`src/rtl/fram_burst_ctl.sv`:
```
// Fast-RAM controller for the 68030: wait states, STERM FSM, BERR timeout.
// Define FRAM_BURST_EN to enable 68030 burst line fills (CBREQ/CBACK).
module fram_burst_ctl #(
    parameter int unsigned               FRAM_ADDR_BITS = 10,
    parameter logic [FRAM_ADDR_BITS-1:0] FRAM_BASE      = 10'h3FE,
    parameter int unsigned               WAIT_STATES    = 0,
    parameter int unsigned               BERR_TIMEOUT   = 64
) (
    input  logic        nRST,
    input  logic        DRAM_CLK,
    input  logic        nAS,
    input  logic        RnW,
    input  logic [1:0]  SIZ,
    input  logic [2:0]  FC,
    input  logic [31:0] ADDR,
    input  logic        CBREQ,
    output logic        CPU_CLK,
    output logic        STERM,
    output logic        CBACK,
    output logic        BERR,
    output logic        nFRAM_RD,
    output logic [3:0]  nFRAM_WR,
    output logic [1:0]  FRAM_A
);

    typedef enum logic [1:0] {S_IDLE, S_WAIT, S_TERM, S_DONE} state_t;

    localparam logic [2:0] WS = 3'(WAIT_STATES);
    localparam logic [7:0] BT = 8'(BERR_TIMEOUT);

    state_t     state, nxt;
    logic       ph;
    logic [2:0] wcnt;
    logic [1:0] beat, fa;
    logic       rd_q, burst;
    logic [3:0] wmask;
    logic [7:0] bcnt;
    logic       hit, more, ld, dec, adv;
    logic       unused_ok;

    // Write-enable mask, bit 3 = byte offset 0 (D31:24)
    function automatic logic [3:0] lane_mask(input logic [1:0] siz,
                                             input logic [1:0] off);
        logic [2:0] lo, hi;
        logic [3:0] m;
        lo = {1'b0, off};
        hi = lo + ((siz == 2'b00) ? 3'd4 : {1'b0, siz});
        m  = 4'b0000;
        for (int k = 0; k < 4; k++)
            m[3-k] = (3'(k) >= lo) && (3'(k) < hi);
        return m;
    endfunction

    assign hit = !nAS && (FC[1] ^ FC[0]) &&
                 (ADDR[31 -: FRAM_ADDR_BITS] == FRAM_BASE);
    assign more      = burst && CBREQ && (beat != 2'd3);
    assign CPU_CLK   = ph;
    assign BERR      = (bcnt == BT);
    assign unused_ok = ^{FC[2], ADDR};

    always_ff @(posedge DRAM_CLK or negedge nRST)
        if (!nRST) ph <= 1'b0;
        else       ph <= ~ph;

    always_ff @(posedge DRAM_CLK or negedge nRST)
        if (!nRST) state <= S_IDLE;
        else       state <= nxt;

    // nAS release aborts on any edge; everything else waits for CPU fall
    always_comb begin
        nxt = state;
        ld  = 1'b0;
        dec = 1'b0;
        adv = 1'b0;
        if (state != S_IDLE && nAS) begin
            nxt = S_IDLE;
        end else if (ph) begin
            unique case (state)
                S_IDLE: if (hit) begin
                    nxt = S_WAIT;
                    ld  = 1'b1;
                end
                S_WAIT: if (wcnt == 3'd0) nxt = S_TERM;
                        else              dec = 1'b1;
                S_TERM: if (more) begin
                    nxt = S_WAIT;
                    adv = 1'b1;
                end else begin
                    nxt = S_DONE;
                end
                S_DONE: nxt = S_DONE;
            endcase
        end
    end

    always_ff @(posedge DRAM_CLK or negedge nRST) begin
        if (!nRST) begin
            wcnt  <= '0;
            beat  <= '0;
            fa    <= '0;
            rd_q  <= 1'b0;
            wmask <= '0;
            burst <= 1'b0;
        end else if (ld) begin
            wcnt  <= WS;
            beat  <= 2'd0;
            fa    <= ADDR[3:2];
            rd_q  <= RnW;
            wmask <= lane_mask(SIZ, ADDR[1:0]);
`ifdef FRAM_BURST_EN
            burst <= CBREQ & RnW;
`else
            burst <= 1'b0;
`endif
        end else if (dec) begin
            wcnt <= wcnt - 3'd1;
        end else if (adv) begin
            wcnt <= WS;
            beat <= beat + 2'd1;
            fa   <= fa + 2'd1;
        end
    end

    always_comb begin
        STERM    = (state == S_TERM);
        CBACK    = 1'b0;
        nFRAM_RD = 1'b1;
        nFRAM_WR = 4'hF;
        FRAM_A   = (state == S_IDLE) ? ADDR[3:2] : fa;
        if (state == S_WAIT || state == S_TERM) begin
            if (rd_q) nFRAM_RD = 1'b0;
            else      nFRAM_WR = ~wmask;
`ifdef FRAM_BURST_EN
            CBACK = burst && (STERM || beat != 2'd0);
`endif
        end
    end

    always_ff @(posedge DRAM_CLK or negedge nRST)
        if (!nRST)                  bcnt <= '0;
        else if (nAS)               bcnt <= '0;
        else if (!ph && bcnt != BT) bcnt <= bcnt + 8'd1;

endmodule

```
`config.mk`:
```
export PLATFORM = sky130hd
export DESIGN_NAME = fram_burst_ctl
export DESIGN_NICKNAME = d
export VERILOG_FILES = /design/src/rtl/fram_burst_ctl.sv
export SDC_FILE = /design/constraint.sdc
export NUM_CORES = 1
export LEC_CHECK = 0
export BUFFER_PORTS_ARGS = -buffer_cell sky130_fd_sc_hd__buf_4
export CORE_UTILIZATION = 40
export CTS_BUF_LIST = sky130_fd_sc_hd__clkbuf_4
export DETAILED_ROUTE_END_ITERATION = 6
export PLACE_DENSITY = 0.67
export SLEW_MARGIN = 20
export SYNTH_ARGS = -nofsm -noshare
export SYNTH_HDL_FRONTEND = slang
export SYNTH_SLANG_ARGS = --single-unit
```
`constraint.sdc`:
```
create_clock -name DRAM_CLK -period 1.6 [get_ports DRAM_CLK]
set_clock_uncertainty 0.2 [all_clocks]
set_input_delay 0.32 -clock DRAM_CLK [delete_from_list [all_inputs] [get_ports DRAM_CLK]]
set_output_delay 0.32 -clock DRAM_CLK [all_outputs]
set_load 0.02 [all_outputs]
```
==> results.md, run 1 <==
- Final instance area: between 0.002 and 0.0025 mm²
- Vias per cell: 5.013
- DRT Wirelength: approximately 3100 µm
- ANT nets after route: 0
- Gr ovfl total: 0
- DP HPWL: ~2200 µm
- Syn_nets: ~180
- Clock transition at the registers of the reported paths: 0.13 ns
- GRT Util Overall: 0.1902
- Starting Density: 0.4302
- Clk Latency, worst-skew pair: 0.32 ns
- Distinct cells, synth: 40
- Main synth FF type: dfrtp_1
- Post-synthesis register bit count: 21
- Final Critical Period: between 2 and 2.5 ns
- Largest family of logic cells by synthesized area: simple AND/OR/NAND/NOR gates
- Final net count: 242
- CP max FO: 4
- Clock Sinks: 21
- Max cap viols: 0
- Setup crit end kind: primary output
- Simple-Gate Fraction of Synth Area: 0.1978
- Post-synthesis compound-gate area fraction: 0.08154
- Die W: ~60 µm
- PnR worst setup slack: -0.4274 ns
- Sequential share of the synthesized area: 0.3936
- Routability congestion estimate: slightly above 0.8
- HP Class: input port to flip-flop
- Mean Syn Cell Area: ~11 µm²
- Vias after detailed routing: approximately 1200
- WP data arrival: about 1.5 ns
- Power Dens Cells: roughly 1200 mW/mm²
- First-pass GRT wire length: between 5000 and 6000 µm
- Mapped Area: 0.001335 mm²
- Initial drt markers: 20
- Core Area: between 0.003 and 0.004 mm²
- H-tree depth: 1
- CTS tree: yes
- Die area: ~0.0036 mm²
- Ant diodes: 0
- Final setup fails: 22
- P&R area growth vs syn: 56.23%
- Async SR Flop Fraction: 1.000
- Final period util: 1.267
- Post-DP Area: 0.001793 mm²
- Synth top area cells: dfrtp_1 39%, ha_1 8.4%, mux2_4 6.7%
- Mapped Cells: 127
- Register Area: between 500 and 600 µm²
- Port bufs: 31
- Cts bufs inserted: 3
- Floorplan row count: 20
- Area of the multi-input gates: 909.6 µm²
- Area share of the largest cell type after synthesis: 0.3936
- Slew Limit Fails: 0
- Fillers: ~240
- Synth warn: 0
- Tot Pwr: between 2 and 2.5 mW
- DR DRC count: 0
- Largest net degree at the start of global routing: 22
- EDFF count, synth: 0
- CTS Buffer Depth: 2
- Drt pass-1 iters: 4
- Pleak: roughly 1.0 nW
- Post-synthesis xor/xnor area fraction: 0.05904
- FMAX: around 490 MHz
- Vias in the first global route: 1236
- Failing checks: negative setup slack
- Worst VDD drop: 0.0007906 V
- Post-DR wirelength/cell: about 13 µm
- TNS Setup: -5.300 ns
- CP required: roughly 1.1 ns
- Critical Path Source Type: flip-flop
- I/O pins: 53
- Yosys top cell by area: dfrtp_1
- Layout cell share with drive strength beyond 1: 0.5291
- Status: finished, violations left
- Die height: ~60 µm
- Mux contribution to synthesized area: 0.1068
- CTS Root Cell: clkbuf_4
- Synth Area in Adders: 0.09934
- Final hold violation count: 0
- Crit path kind: flip-flop to primary output
- Antenna violations before repair: 0
- RSZ-0062 raised after global routing: yes
flip-flops by register name, indices dropped and copies added, names as in the netlist:
register  cells
CPU_CLK       1
rd_q          1
wmask         4
wcnt          3
state         2
fa            2
bcnt          8
synthesized netlist by cell type, types with 4 or more instances:
cell and count:
dfrtp_1 21, inv_1 14, nor2_1 10, ha_1 9, a21oi_1 7, mux2_4 6
nand2_1 6, xor2_1 5, and3_1 4, xnor2_1 4
critical path, cell delays in order (launching register included):
cell and delay [ns]:
dfrtp_1 0.40, inv_2 0.09, ha_4 0.27, nor2b_4 0.21, nand2_2 0.08, buf_6 0.13
power by group:
part	switching, mW	internal (mW)	total (mW)	leakage [nW]
Combinational	0.696	0.819	1.52	0.714
Clock	0.188	0.0956	0.284	0.0139
Sequential	0.0410	0.600	0.641	0.272
layout by cell type, fill, tap and decap left out, types with 3 or more instances in the layout:
| cell type | netlist | routed |
|---|---|---|
| buf_4 | 1 | 47 |
| and3_1 | 4 | 3 |
| inv_2 | 1 | 3 |
| xor2_1 | 5 | 4 |
| mux2_4 | 6 | 8 |
| nand3_1 | 3 | 3 |
| a21oi_1 | 7 | 4 |
| mux2i_1 | 3 | 3 |
| nand4_1 | 3 | 3 |
| inv_1 | 14 | 12 |
| ha_1 | 9 | 4 |
| dfrtp_1 | 21 | 20 |
| ha_4 | 0 | 4 |
| buf_6 | 1 | 12 |
| clkbuf_4 | 0 | 3 |
| nor2_1 | 10 | 10 |
| nand2_2 | 0 | 4 |
repair_timing:
| item | 4_1_cts | 5_1_grt |
|---|---|---|
| cloned | 0 | 0 |
| endpoints found under the hold margin | 21 | 1 |
| hold buffers | 1 | 1 |
| endpoints found under the setup margin | 24 | 25 |
| buffers inserted | 5 | 7 |
| pin swaps | 5 | 7 |
| gates resized for setup | 25 | 12 |
per-layer routing:
layer,track usage,share of wire,vias up
met3,0.03463,0.051,8
met4,0.08638,0.029,0
met2,0.3651,0.51,39
li1,-,-,558
met1,0.1967,0.41,563
met5,0,0,-
kinds of logic (layout without fill, tap and decap cells):
| family | count (synthesis) | after routing |
|---|---|---|
| buffers and inverters | 18 | 80 |
| AND/OR/NAND/NOR | 40 | 40 |
| other | 1 | 1 |
| multiplexers | 11 | 11 |
| XOR/XNOR | 9 | 9 |
| adder cells (fa/ha/maj) | 10 | 10 |
| flip-flops | 21 | 21 |
| AO/OA/AOI/OAI | 17 | 17 |
worst paths after layout:
| path | start | to | slack, ns | cells after the start |
|---|---|---|---|---|
| setup / recovery | state[1]$_DFFE_PN0P_ | nFRAM_WR[0] | -0.43 | 5 |
| hold / removal | ADDR[2] | fa[0]$_DFFE_PN0P_ | 0.03 | 2 |
| setup reg to reg | state[1]$_DFFE_PN0P_ | wcnt[1]$_DFFE_PN0P_ | -0.32 | 8 |
| hold reg to reg | wcnt[1]$_DFFE_PN0P_ | wcnt[1]$_DFFE_PN0P_ | 0.33 | 2 |
| max in group asynchronous | nRST | CPU_CLK$_DFF_PN0_ | 0.76 | 2 |
| min in group asynchronous | nRST | wmask[2]$_DFFE_PN0P_ | 0.20 | 2 |
per-stage QoR:
stage / hold WS (ns) / cells / utilization / setup WS, ns
after floorplan: -0.1756 / 127 / - / -0.1632
after CTS: 0.006486 / 226 / 0.6351 / -0.3992
after detailed placement: 0.02249 / 218 / 0.5778 / -0.3249
after global routing: 0.02389 / 233 / 0.6722 / -0.5029
after global placement: 0.01595 / 218 / 0.5778 / -0.3081
final: 0.03315 / 233 / 0.6722 / -0.4274
final cells by class:
type | instances | share of cell area
clock buffers | 3 | 0.01080
clock inverters | 1 | 0.003599
inverters | 15 | 0.02699
multi-input cells | 88 | 0.4361
flip-flops and latches | 21 | 0.2525
well taps | 44 | 0.02639
repair buffers | 61 | 0.2436
No activity file was read; power rests on OpenSTA's default activity.
==> inputs of run 2 (changes only) <==
--- a/config.mk
+++ b/config.mk
@@ -6,6 +6,8 @@
 export NUM_CORES = 1
 export LEC_CHECK = 0
 export BUFFER_PORTS_ARGS = -buffer_cell sky130_fd_sc_hd__buf_4
+export CAP_MARGIN = 20
+export CORE_MARGIN = 2
 export CORE_UTILIZATION = 40
 export CTS_BUF_LIST = sky130_fd_sc_hd__clkbuf_4
 export DETAILED_ROUTE_END_ITERATION = 6
==> constraint.sdc (replaced) <==
create_clock -name DRAM_CLK -period 1.6 [get_ports DRAM_CLK]
set_clock_uncertainty 0.2 [all_clocks]
set_input_delay 0.24 -clock DRAM_CLK [delete_from_list [all_inputs] [get_ports DRAM_CLK]]
set_output_delay 0.24 -clock DRAM_CLK [all_outputs]
set_load 0.02 [all_outputs]
==> results.md, run 2 (synthesized netlist as in run 1, its figures left out) <==
- CP max FO: 3 (was 4)
- Worst VDD drop: 0.0008593 V (was 0.0007906 V)
- Largest net degree at the start of global routing: 22 (unchanged)
- HP Class: input port to flip-flop (unchanged)
- Initial drt markers: 29 (was 20)
- Reg2Reg Depth: 8 (unchanged)
- Slew Limit Fails: 0 (unchanged)
- Fillers: 240 (was 243)
- Clock share of power: 0.104 (was 0.116)
- CP required: 1.16 ns (was 1.08 ns)
- CP endpoint: FRAM_A[0] (was nFRAM_WR[0])
- CP Launch Point: state[1]$_DFFE_PN0P_ (unchanged)
- Max cap viols: 0 (unchanged)
- Final Critical Period: 1.908 ns (was 2.027 ns)
- Die area: 0.003816 mm² (was 0.003572 mm²)
- Die height: 61.77 µm (was 59.77 µm)
- Max FFs per register: 8 (unchanged)
- Cts bufs inserted: 3 (unchanged)
- Seq pwr share: 0.238 (was 0.263)
- DRT Wirelength: 3281 µm (was 3121 µm)
- Pleak: 1.031 nW (was 1.000 nW)
- Core Area: 0.003103 mm² (unchanged)
- Drt pass-1 iters: 6 (was 4)
- TNS Setup: -4.697 ns (was -5.300 ns)
- Failing checks: negative setup slack (unchanged)
- RSZ-0062 raised after global routing: yes (unchanged)
- PnR worst setup slack: -0.3079 ns (was -0.4274 ns)
- Placed Cells: 217 (was 218)
- Critical Path Source Type: flip-flop (unchanged)
- Crit-path slowest cell: dfrtp_1 (unchanged)
- Power Dens Cells: 1256 mW/mm² (was 1170 mW/mm²)
- CP cell instances: inv_2, ha_4, mux2_4, buf_6 (was inv_2, ha_4, nor2b_4, nand2_2, buf_6)
- Ant diodes: 0 (unchanged)
- ANT nets after route: 0 (unchanged)
- Crit path buf inv count: 2 (unchanged)
- Final net count: 247 (was 242)
- Final setup fails: 22 (unchanged)
- Starting Density: 0.4302 (unchanged)
- Gr ovfl total: 0 (unchanged)
- Status: finished, violations left (unchanged)
- Comb pwr share: 0.658 (was 0.621)
- Port bufs: 31 (unchanged)
- Final period util: 1.192 (was 1.267)
- CTS tree: yes (unchanged)
- DP HPWL: 2174 µm (was 2171 µm)
- CP Depth: 4 (was 5)
- Clock Sinks: 21 (unchanged)
- Floorplan row count: 20 (unchanged)
- Worst r2r src: state[1]$_DFFE_PN0P_ (unchanged)
- FMAX: 524.1 MHz (was 493.2 MHz)
- First-pass GRT wire length: 5037 µm (was 5050 µm)
- DR DRC count: 0 (unchanged)
- Top flop regs: bcnt (8), wmask (4), wcnt (3) (unchanged)
- Largest register by flop count: bcnt (unchanged)
- Cell family with most CP delay: flip-flops (unchanged)
- Setup crit end kind: primary output (unchanged)
- H-tree depth: 1 (unchanged)
- Antenna violations before repair: 0 (unchanged)
- Routability congestion estimate: 0.7524 (was 0.8290)
- Vias per cell: 4.941 (was 5.013)
- Clk Latency, worst-skew pair: 0.31 ns (was 0.32 ns)
- WP data arrival: 1.47 ns (was 1.51 ns)
- CTS Buffer Depth: 2 (unchanged)
- Post-DR wirelength/cell: 13.79 µm (was 13.39 µm)
- Switching share of power: 0.3663 (was 0.3794)
- Vias after detailed routing: 1176 (was 1168)
- P&R area growth vs syn: 62.23% (was 56.23%)
- Final hold violation count: 0 (unchanged)
- Crit path kind: flip-flop to primary output (unchanged)
- R2r endpoint: wcnt[1]$_DFFE_PN0P_ (unchanged)
- Clock transition at the registers of the reported paths: 0.12 ns (was 0.13 ns)
- Reg2reg setup slack: -0.23 ns (was -0.32 ns)
- CTS Root Cell: clkbuf_4 (unchanged)
- I/O pins: 53 (unchanged)
- Die W: 61.77 µm (was 59.77 µm)
- Internal power: 1.724 mW (was 1.514 mW)
- Vias in the first global route: 1212 (was 1236)
- Switch Pwr: 996.6 µW (was 925.8 µW)
- Final non-filler cell total: 238 (was 233)
- CP max stage delay: 0.41 ns (was 0.40 ns)
- Most frequent cells in the layout: 45 x buf_4, 20 x dfrtp_1, 16 x buf_6, 11 x inv_1, 10 x nor2_1 (was 47 x buf_4, 20 x dfrtp_1, 12 x inv_1, 12 x buf_6, 10 x nor2_1)
- GRT Util Overall: 0.1832 (was 0.1902)
- Layout cell share with drive strength beyond 1: 0.5361 (was 0.5291)
- Most common cell after layout, fill and taps aside: buf_4 (unchanged)
-- run 2: changes by cell type in the layout (fill, tap and decap cells not counted), moves of 2 or more --
cell / previous run / this run
buf_4: 47 / 45
buf_6: 12 / 16
dlygate4sd3_1: 2 / 4
nand2_1: 2 / 4
nand2_2: 4 / 2
-- run 2: worst min path at each step --
stage          slack, ns                   end  from  cells past startpoint
2_1_floorplan      -0.26     CPU_CLK$_DFF_PN0_  nRST                      0
3_3_place_gp       -0.06  wmask[3]$_DFFE_PN0P_  nRST                      1
3_5_place_dp       -0.06  wmask[0]$_DFFE_PN0P_  nRST                      1
4_1_cts             0.08   bcnt[3]$_DFFE_PN0P_   nAS                      3
5_1_grt             0.08   bcnt[2]$_DFFE_PN0P_   nAS                      3
6_report            0.08   bcnt[3]$_DFFE_PN0P_   nAS                      3
-- run 2: power by group through the flow --
| stage | sequential, mW | combinational [mW] | clock (mW) |
|---|---|---|---|
| 5_1_grt | 0.656 | 1.92 | 0.320 |
| 2_1_floorplan | 0.648 | 0.595 | 0 |
| 3_5_place_dp | 0.657 | 0.999 | 0 |
| 6_report | 0.648 | 1.79 | 0.282 |
| 3_3_place_gp | 0.651 | 0.952 | 0 |
| 4_1_cts | 0.645 | 1.44 | 0.282 |
-- run 2: worst reg2reg max path: cells and delay by family, from the launching register on --
| kind | cells | cell delay (ns) |
|---|---|---|
| buf+inv | 3 | 0.42 |
| simple gates | 3 | 0.42 |
| flops | 1 | 0.41 |
| fa+ha+maj | 1 | 0.18 |
| compound gates | 1 | 0.14 |
-- run 2: cell type report --
class / count / area (µm²) / area share
sequential: 21 / 526.8 / 0.2432
timing repair buffer: 66 / 578.1 / 0.2669
clock buffer: 4 / 30.03 / 0.01386
tap: 44 / 55.05 / 0.02542
multi-input combinational: 88 / 917.1 / 0.4235
inverter: 15 / 58.81 / 0.02715
-- run 2: stage by stage --
| step | hold WS (ns) | setup slack (ns) | total power [mW] | utilization | area [µm²] |
|---|---|---|---|---|---|
| 6_report | 0.07738 | -0.3079 | 2.721 | 0.6980 | 2166 |
| 5_1_grt | 0.07580 | -0.3663 | 2.897 | 0.6980 | 2166 |
| 4_1_cts | 0.08051 | -0.2770 | 2.363 | 0.6593 | 2046 |
| 3_5_place_dp | -0.05990 | -0.2816 | 1.656 | 0.5698 | 1768 |
| 3_3_place_gp | -0.06318 | -0.2136 | 1.603 | 0.5698 | 1768 |
| 2_1_floorplan | -0.2556 | -0.08318 | 1.243 | - | 1355 |
-- run 2: repair_timing --
action	4_1_cts	5_1_grt
endpoints found under the setup margin	21	22
gates resized for setup	36	13
endpoints found under the hold margin	24	0
gates cloned	0	0
pin swaps	7	5
buffers inserted	5	8
hold buffers	4	0
-- run 2: metal layers --
layer	GRT usage	wire [µm]
met1	0.2073	1313
met2	0.3278	1733
met3	0.02277	162
met4	0.1094	72
met5	0	0
==> inputs of run 3 (changes only) <==
--- a/config.mk
+++ b/config.mk
@@ -11,7 +11,7 @@
 export CORE_UTILIZATION = 40
 export CTS_BUF_LIST = sky130_fd_sc_hd__clkbuf_4
 export DETAILED_ROUTE_END_ITERATION = 6
-export PLACE_DENSITY = 0.67
+export PLACE_DENSITY = 0.64
 export SLEW_MARGIN = 20
 export SYNTH_ARGS = -nofsm -noshare
 export SYNTH_HDL_FRONTEND = slang
==> constraint.sdc (replaced) <==
create_clock -name DRAM_CLK -period 2.35 [get_ports DRAM_CLK]
set_clock_uncertainty 0.2 [all_clocks]
set_input_delay 0.3525 -clock DRAM_CLK [delete_from_list [all_inputs] [get_ports DRAM_CLK]]
set_output_delay 0.3525 -clock DRAM_CLK [all_outputs]
set_load 0.02 [all_outputs]
==> results.md, run 3 (synthesized netlist as in run 1, its figures left out) <==
- Final Critical Period: 2.239 ns
- WP data arrival: 1.69 ns (was 1.47 ns)
- Vias in the first global route: 1009 (was 1212)
- Register Area: 525.5 µm² (was 526.8 µm²)
- CTS Buffer Depth: 2 (unchanged)
- Vias per cell: 4.980 (was 4.941)
- Gr ovfl total: 0 (unchanged)
- GRT Util Overall: 0.1505 (was 0.1832)
- Slew Limit Fails: 0 (unchanged)
- CTS Root Cell: clkbuf_4 (unchanged)
- Pre-CTS WS: 0.2504 ns (was -0.2816 ns)
- Power Dens Cells: 707.1 mW/mm² (was 1256 mW/mm²)
- Port bufs: 31 (unchanged)
- FMAX: between 400 and 500 MHz
- Worst VDD drop: 0.0003299 V (was 0.0008593 V)
- Crit-path slowest cell: dfrtp_1 (unchanged)
- Status: complete, no violations (was finished, violations left)
- Post-DR wirelength/cell: 12.74 µm (was 13.79 µm)
- CP max FO: 5 (was 3)
- Clock Sinks: 21 (unchanged)
- Max cap viols: 0 (unchanged)
- Crit path kind: flip-flop to primary output (unchanged)
- Most common cell after layout, fill and taps aside: buf_4 (unchanged)
- Final period util: 0.9528
- First-pass GRT wire length: 4202 µm (was 5037 µm)
- Placed Cells: 200 (was 217)
- Pleak: 0.8183 nW (was 1.031 nW)
- Vias after detailed routing: 1021 (was 1176)
- Largest register by flop count: bcnt (unchanged)
- Routability congestion estimate: 0.8134 (was 0.7524)
- Reg2reg setup slack: 0.35 ns (was -0.23 ns)
- Setup crit end kind: primary output (unchanged)
- CP max stage delay: 0.44 ns (was 0.41 ns)
- Initial drt markers: 27 (was 29)
- Fin util: 0.5359 (was 0.6980)
- Ant diodes: 0 (unchanged)
- Final non-filler cell total: 205 (was 238)
- DP HPWL: 2043 µm (was 2174 µm)
- RSZ-0062 raised after global routing: no (was yes)
- Clk Latency, worst-skew pair: 0.30 ns (was 0.31 ns)
- Setup Fix Bufs, Post-CTS: 0 (was 5)
- Layout cell share with drive strength beyond 1: 0.3043 (was 0.5361)
- Final net count: 214 (was 247)
- DRT Wirelength: 2611 µm (was 3281 µm)
- Die area: 0.003816 mm² (unchanged)
- Starting Density: 0.4302 (unchanged)
- I/O pins: 53 (unchanged)
- Die W: 61.77 µm (unchanged)
- CP required: 1.80 ns (was 1.16 ns)
- CP cell instances: inv_1, ha_1, mux2_2, buf_4 (was inv_2, ha_4, mux2_4, buf_6)
- Final hold violation count: 0 (unchanged)
- Area of the multi-input gates: 733.2 µm² (was 917.1 µm²)
- Antenna violations before repair: 0 (unchanged)
- Clock transition at the registers of the reported paths: 0.12 ns (about the same)
- Floorplan row count: 20 (unchanged)
- P&R area growth vs syn: 24.55% (was 62.23%)
- Critical Path Source Type: flip-flop (unchanged)
- Top flop regs: bcnt (8), wmask (4), wcnt (3) (unchanged)
- Die height: 61.77 µm (unchanged)
- CTS tree: yes (unchanged)
- Cts bufs inserted: 3 (unchanged)
- Most frequent cells in the layout: 31 x buf_4, 21 x dfrtp_1, 14 x inv_1, 10 x nor2_1, 9 x ha_1 (was 45 x buf_4, 20 x dfrtp_1, 16 x buf_6, 11 x inv_1, 10 x nor2_1)
- TNS Setup: 0 ns (was -4.697 ns)
- HP Class: input port to flip-flop (unchanged)
- PnR worst setup slack: 0.1109 ns (was -0.3079 ns)
- H-tree depth: 1 (unchanged)
- Core Area: 0.003103 mm² (unchanged)
- Drt pass-1 iters: 4 (was 6)
- Largest net degree at the start of global routing: 22 (unchanged)
- DR DRC count: 0 (unchanged)
- Max FFs per register: 8 (unchanged)
- ANT nets after route: 0 (unchanged)
- Fillers: 298 (was 240)
- Final setup fails: 0 (was 22)
## run 3: area by class of cell
| class | instances | share of cell area |
|---|---|---|
| clock buffer | 4 | 0.01806 |
| inverter | 15 | 0.03386 |
| multi-input combinational | 88 | 0.4409 |
| sequential | 21 | 0.3160 |
| tap | 44 | 0.03311 |
| timing repair buffer | 33 | 0.1580 |
## run 3: routing by layer
metal | GRT usage | up-vias | share of wire
met5 | 0 | - | 0
met4 | 0.07295 | 0 | 0.010
met3 | 0.01449 | 2 | 0.044
met2 | 0.2722 | 27 | 0.49
met1 | 0.1775 | 488 | 0.45
li1 | - | 504 | -
## run 3: through the flow
step / cell area [µm²] / power, mW / hold slack (ns)
floorplan: 1335 / 0.8242 / -0.1431
CTS: 1660 / 1.190 / 0.06677
global route: 1663 / 1.263 / 0.07096
finish: 1663 / 1.176 / 0.08044
detailed placement: 1620 / 0.9959 / 0.06083
global placement: 1620 / 0.9730 / 0.05217
## run 3: worst paths after layout
check                      depth (start not counted)                  from                   end
hold reg to reg                                    1  wmask[1]$_DFFE_PN0P_  wmask[1]$_DFFE_PN0P_
setup / recovery                                   4  state[0]$_DFFE_PN0P_             FRAM_A[0]
min in group asynchronous                          2                  nRST  state[1]$_DFFE_PN0P_
hold / removal                                     2                   RnW      rd_q$_DFFE_PN0P_
max in group asynchronous                          2                  nRST   bcnt[5]$_DFFE_PN0P_
setup reg to reg                                   6  state[0]$_DFFE_PN0P_   wcnt[2]$_DFFE_PN0P_
## run 3: timing repair
action,CTS,global route
hold buffers,1,0
hold endpoints to repair,21,0
resized for setup,0,1
endpoints found under the setup margin,0,4
## run 3: power by group
part	switching, mW	leakage, nW	internal (mW)
Combinational	0.303	0.527	0.247
Clock	0.107	0.0184	0.0776
Sequential	0.0327	0.273	0.408
Total	0.443	0.818	0.733
## run 3: critical path: cells and delay by family, from the launching register on
kind	cells	cell delay, ns
buf+inv	2	0.32
flops	1	0.44
mux	1	0.36
fa+ha+maj	1	0.27
